===== src/rtl/preempt_timer.sv =====
// Pre-emption countdown timer: loaded from the internal bus, counts down while
// unprivileged, raises timeout until acknowledged, then auto-reloads and resumes.
module preempt_timer #(
  parameter int unsigned DATA_WIDTH = 16,
  parameter int unsigned PRESCALE   = 1
) (
  input  logic                  clk,
  input  logic                  reset,
  input  logic                  timer_in,
  input  logic [DATA_WIDTH-1:0] bus_in,
  input  logic                  privileged,
  input  logic                  timeout_ack,
  output logic                  timeout,
  output logic                  armed,
  output logic [DATA_WIDTH-1:0] count,
  output logic [1:0]            timer_state
);

  localparam int unsigned PW = (PRESCALE > 1) ? $clog2(PRESCALE) : 1;
  localparam logic [PW-1:0] PRE_LAST = PW'(PRESCALE - 1);
  localparam logic [DATA_WIDTH-1:0] COUNT_ONE = DATA_WIDTH'(1);

  typedef enum logic [1:0] {
    ST_DISARMED = 2'd0,
    ST_RUNNING  = 2'd1,
    ST_EXPIRED  = 2'd2,
    ST_ILLEGAL  = 2'd3
  } state_t;

  state_t                state_q, state_d;
  logic [DATA_WIDTH-1:0] count_q, count_d;
  logic [DATA_WIDTH-1:0] reload_q, reload_d;
  logic [PW-1:0]         pre_q, pre_d;

  // State and datapath registers
  always_ff @(posedge clk) begin
    if (reset) begin
      state_q  <= ST_DISARMED;
      count_q  <= '0;
      reload_q <= '0;
      pre_q    <= '0;
    end else begin
      state_q  <= state_d;
      count_q  <= count_d;
      reload_q <= reload_d;
      pre_q    <= pre_d;
    end
  end

  // Next-state: load beats acknowledge beats tick
  always_comb begin
    state_d  = state_q;
    count_d  = count_q;
    reload_d = reload_q;
    pre_d    = pre_q;
    if (timer_in) begin
      reload_d = bus_in;
      count_d  = bus_in;
      pre_d    = '0;
      state_d  = (bus_in == '0) ? ST_DISARMED : ST_RUNNING;
    end else begin
      case (state_q)
        ST_DISARMED: ;
        ST_RUNNING: begin
          // Privileged cycles freeze the prescaler so partial periods survive
          if (!privileged) begin
            if (pre_q == PRE_LAST) begin
              pre_d = '0;
              if (count_q <= COUNT_ONE) begin
                count_d = '0;
                state_d = ST_EXPIRED;
              end else begin
                count_d = count_q - COUNT_ONE;
              end
            end else begin
              pre_d = pre_q + PW'(1);
            end
          end
        end
        ST_EXPIRED: begin
          count_d = '0;
          pre_d   = '0;
          if (timeout_ack) begin
            count_d = reload_q;
            state_d = ST_RUNNING;
          end
        end
        default: begin
          state_d = ST_DISARMED;
          count_d = '0;
          pre_d   = '0;
        end
      endcase
    end
  end

  assign timeout     = (state_q == ST_EXPIRED);
  assign armed       = (state_q == ST_RUNNING);
  assign count       = count_q;
  assign timer_state = state_q;

endmodule


===== config.mk =====
export PLATFORM = sky130hd
export DESIGN_NAME = preempt_timer
export DESIGN_NICKNAME = d
export VERILOG_FILES = /design/src/rtl/preempt_timer.sv
export SDC_FILE = /design/constraint.sdc
export NUM_CORES = 1
export LEC_CHECK = 0
export BUFFER_PORTS_ARGS = -buffer_cell sky130_fd_sc_hd__buf_4
export CAP_MARGIN = 5
export CORE_ASPECT_RATIO = 1.2
export CORE_MARGIN = 3
export CORE_UTILIZATION = 35
export CTS_CLUSTER_DIAMETER = 50
export DETAILED_ROUTE_END_ITERATION = 8
export PLACE_DENSITY_LB_ADDON = 0.1
export SYNTH_ARGS = -nofsm -noshare
export SYNTH_HDL_FRONTEND = slang
export SYNTH_SLANG_ARGS = --single-unit

===== constraint.sdc =====
create_clock -name clk -period 2.2 [get_ports clk]
set_clock_uncertainty 0.05 [all_clocks]
set_input_delay 0.44 -clock clk [delete_from_list [all_inputs] [get_ports clk]]
set_output_delay 0.44 -clock clk [all_outputs]
set_load 0.02 [all_outputs]

* Yosys cells after proc, flatten, opt, wreduce, memory -nomap -nowiden
Cells that the tools add are included.
** Operators by class
- Mux-type cells :: 16
- Reductions and logical operators :: 6
- $add $sub $neg :: 2
- Eq/ne operators :: 8
- Magnitude comparators :: 1
- Bitwise gates (word level) :: 1
** Operators by type and width (count)
- $mux W16 :: 5
- $pmux W16 S3 :: 1
- $le A16 B1 Y1 const B :: 1
- $logic_not A16 Y1 :: 1
- $sub A16 B1 Y16 const B :: 1
- $mux W2 :: 5
- $ne A3 B3 Y1 const B :: 3
- $pmux W2 S3 :: 1
- $reduce_and A5 Y1 :: 1
- $ne A2 B2 Y1 const B :: 2
- $mux W1 :: 3
- $ne A3 B2 Y1 const B :: 1
- $reduce_and A3 Y1 :: 1
- $eq A2 B1 Y1 const B :: 1
- $eq A2 B2 Y1 const B :: 1
- $logic_not A2 Y1 :: 1
- $pmux W1 S2 :: 1
- $reduce_and A2 Y1 :: 1
- $reduce_or A2 Y1 :: 1
- $add A1 B1 Y1 const B :: 1
- $not A1 Y1 :: 1
** Storage, ports and cells
- Output and inout bits :: 20
- Bits of input ports :: 21
- Flip-flop bits (word level) :: 35

* Longest topological paths before layout
- Word-level depth :: 6
- Gate-level depth with buffers :: 8
- Depth with buffers taken out :: 6

* Worst setup path before layout
Ideal clock, no wire load.
- Path kind :: register to register
- From :: reg state_q[1] (netlist: timer_state[1])
- To :: reg count_q[9] (netlist: count[9])
- Path slack :: -27 ps
- Arrival :: 2094 ps
- Clock period less this slack :: 2227 ps
- Stages on the path, launching flop included :: 9
- Cells stage by stage :: dfxtp_1 > inv_1 > ha_1 > buf_2 > a21o_1 > nor3_1 > o2111ai_1 > buf_2 > o221ai_1
** On the way
- Word-level cells in the longest chain between the ends :: 3
** Ends and longest elaborated chain
- start, declared :: line 30 : state_t state_q, state_d;
- start signal, assigned :: line 43 : state_q <= state_d;
- $eq A2 B1 Y1 *
- net armed :: line 14 : output logic armed,
- $ne A3 B3 Y1 (no source line) or $pmux W16 S3 (tied branches)
- $reduce_and A3 Y1 (no source line) or $mux W16 (tied branches)
- end signal, assigned :: line 44 : count_q <= count_d;
- end, declared :: line 31 : logic [DATA_WIDTH-1:0] count_q, count_d;
Mark *: on every way through the listed nets, which the timed path passes. The rest lies on a longest branch.
A chain may end at the register's enable or synchronous reset.

* Final worst setup path
- From :: reg count_q[0] (netlist: count[0])
- To :: reg count_q[15] (netlist: count[15])
** On the way
- Word-level cells in the longest chain between the ends :: 6
** Ends and longest elaborated chain
- $sub A16 B1 Y16 or $le A16 B1 Y1 (tied branches) :: line 73, 69
- $mux W16 * :: line 69 : if (count_q <= COUNT_ONE) begin
- $mux W16 * :: line 67 : if (pre_q == PRE_LAST) begin
- $mux W16 * :: line 66 : if (!privileged) begin
- $pmux W16 S3 * :: line 62 : case (state_q)
- $mux W16 * :: line 56 : if (timer_in) begin
Every way passes the cells marked *; elsewhere a longest branch is shown, timed or not. The select of a mux whose other input is x is not followed.

==> impl_metrics.tcl <==
set metrics [dict create \
    status "completed" \
    die-width_microns 74.1 \
    grt_pass1_wl_microns 9120 \
    synth_edf_count 0 \
    cts_max_path_bufs 2 \
    drtIter0Drc 149 \
    vias_in_the_first_global_route 1765 \
    synthDistinctLibCells 45 \
    fin_util_pct 45.4 \
    rows 29 \
    criticalPathCategory "reg -> reg" \
    critical-path-slowest-cell "dfxtp_1" \
    report.final.setup_viol 0 \
    synth.ff_latch_count 34 \
    worst_setup_hold_path_clk_slew_ns 0.07 \
    critical_path_required_ns 2.30 \
    design.portCount 41 \
    antenna_cells_inserted 0 \
    finalWorstPathRequiredPeriod_ns 2.00 \
    post_synth_inst_count 209 \
    rsz0062_at_grt "no" \
    gp_routability_congestion 0.822 \
    syn_nets 236 \
    clock-sinks 34 \
    floorplan.initialDensity_pct 36.5 \
    area_of_the_mapped_netlist_sq_um 1950 \
    crit_path_start_kind "register" \
    ir_drop_mv 0.355 \
    drt_drc_violations_left 0 \
    globalRouteTotalUtil_pct 18.1 \
    critPathMaxFanout 12 \
    fin_nets 277 \
    fin_crit_sh_pct 91.0 \
    filler_cell_count 559 \
    finalPower_uw 1530 \
    maxCapViolCount 0 \
    ys.warnings.count 0 \
    post_cts.repair.setup_buffers 0 \
    numCtsBuffers 5 \
    syn2layout_area_growth_pct 24.2 \
    timing.critical_path.to_type "register" \
    cts_tree "done" \
    layout_commonest_cell "buf_4" \
    drtAntennaViolNets 0 \
    min_path_type "in -> reg" \
    total_leakage_power_uw 0.000990 \
    drt_pass1_iterations 5 \
    slew-limit-headroom_pct 70.8 \
    grt_max_degree 32 \
    register_area_share_after_synthesis_pct 34.9 \
    cts.root.buffer_cell "clkbuf_8" \
    slew_violations 0 \
    fp.coreArea_sq_um 5330 \
    cp_cell_sequence "inv_1, ha_1, o21ba_2, nand4_1, o2111ai_1, buf_4, o221ai_1" \
    timing.final.hold_violations 0 \
    synth_flop_cell "dfxtp_1" \
    timing.critical_path.slowest_cell_delay_ns 0.37 \
    post_route_cells_drive_above_1_share_pct 28.1 \
    io_buffer_count 40 \
    worst_slew_pin_slew_ns 0.432 \
    design.die.area_sq_um 6500 \
    cp_data_arrival_time_ns 2.10 \
    totalWireLength_microns 5480 \
    commonest_non_fill_non_tap_cells_in_the_layout "buf_4 (49), dfxtp_1 (34), nor2_1 (24)" \
    ys_async_sr_fraction_pct 0 \
    syn_avg_cell_area_sq_um 9.32 \
    vias_per_cell 5.75 \
    htree_num_levels 2 \
    number_of_antenna_violations_at_the_first_check_in_global_routing 0 \
    avg_wl_per_cell_microns 17.6 \
    insertion_delay_ns 0.28 \
    floorplan.die.height_microns 87.7 \
    setup_tns_ns 0 \
    grt-ovfl-total 0 \
    vias 1787 \
    cts_hold_buffers 0 \
    hpwl_microns 4010 \
    achievable_frequency_mhz 500 \
    pwr_density_cell_nw_per_um2 633 \
]
[per-stage QoR]
stage,worst slack (ns),hold WS (ns),cell area [sq um],cells
6_report,0.198,0.296,2420,311
3_5_place_dp,0.127,0.406,2330,305
3_3_place_gp,0.128,0.410,2330,305
5_1_grt,0.0360,0.305,2420,311
2_1_floorplan,0.0875,0.382,1960,209
4_1_cts,0.109,0.292,2410,311
[final cells by class]
| class | instances | area (sq um) | share of cell area (%) |
|---|---|---|---|
| well taps | 62 | 77.6 | 3.21 |
| repair buffers | 49 | 368 | 15.2 |
| inverters | 9 | 33.8 | 1.40 |
| flip-flops and latches | 34 | 681 | 28.1 |
| clock buffers | 6 | 82.6 | 3.41 |
| multi-input cells | 151 | 1180 | 48.7 |
[cells in the mapped netlist (2+ instances only)]
master      n  area, sq um
a211oi_1    2         15.0
a21oi_1     8         40.0
a221oi_1    2         17.5
a222oi_1   11          110
a22oi_1     3         22.5
and2_1      3         18.8
buf_2       4         20.0
buf_6       2         22.5
clkbuf_1    9         33.8
dfxtp_1    34          681
ha_1        6         75.1
inv_1       9         33.8
mux2i_1    15          150
nand2_1     8         30.0
nand4_1     2         12.5
nor2_1     24         90.1
nor3_1      3         15.0
nor3_2      4         40.0
nor4_1      4         25.0
nor4_2      2         25.0
nor4_4      2         42.5
o2111ai_1   3         26.3
o221ai_1    3         26.3
o22ai_1     8         50.1
o22ai_2     2         25.0
o31ai_1     3         22.5
or3_1       4         25.0
or4_4       2         22.5
xnor2_1    10         87.6
xor2_1      2         17.5
[final timing paths]
kind	slack, ns	depth (start not counted)	startpoint	endpoint
worst min register to register	0.43	2	reload_q[8]	count[8]
worst min-delay path	0.30	2	reset	reload_q[4]
worst max register to register	0.20	7	count[0]	count[15]
worst max-delay path	0.20	7	count[0]	count[15]
[worst max-delay path: cells and delay by family, from the launching register on]
| family | cells | cell delay [ns] |
|---|---|---|
| adder cells (fa/ha/maj) | 1 | 0.24 |
| AO/OA/AOI/OAI | 3 | 0.59 |
| AND/OR/NAND/NOR | 1 | 0.26 |
| flip-flops | 1 | 0.37 |
| buffers and inverters | 2 | 0.35 |
[state kept, by name (all words and copies together), names as in the netlist]
signal,cells
count,16
reload_q,16
timer_state,2
[metal layers]
metal | track usage [%] | vias up | share of wire, %
li1 | - | 881 | -
met1 | 23.4 | 856 | 43
met2 | 30.2 | 44 | 51
met3 | 3.67 | 6 | 4.9
met4 | 5.27 | 0 | 1.1
met5 | 0 | - | 0
[logic make-up (layout without fill, tap and decap cells)]
group / Yosys count / count (layout) / share of synthesized area [%]
buffers and inverters: 24 / 64 / 5.65
adder cells (fa/ha/maj): 6 / 6 / 3.85
multiplexers: 15 / 15 / 7.71
XOR/XNOR: 12 / 12 / 5.39
flip-flops: 34 / 34 / 34.9
AND/OR/NAND/NOR: 65 / 65 / 20.6
AO/OA/AOI/OAI: 53 / 53 / 21.8
[power breakdown]
group	internal (uW)	switching, uW	total (uW)	leakage (uW)
clock network	241	213	454	0.0000431
logic	179	209	388	0.000666
registers	651	40.2	691	0.000280
[what timing repair did]
action,CTS,global route
endpoints found under the hold margin,0,0
setup endpoints to repair,0,1
gates resized for setup,0,1
No activity file was read; power rests on OpenSTA's default activity.
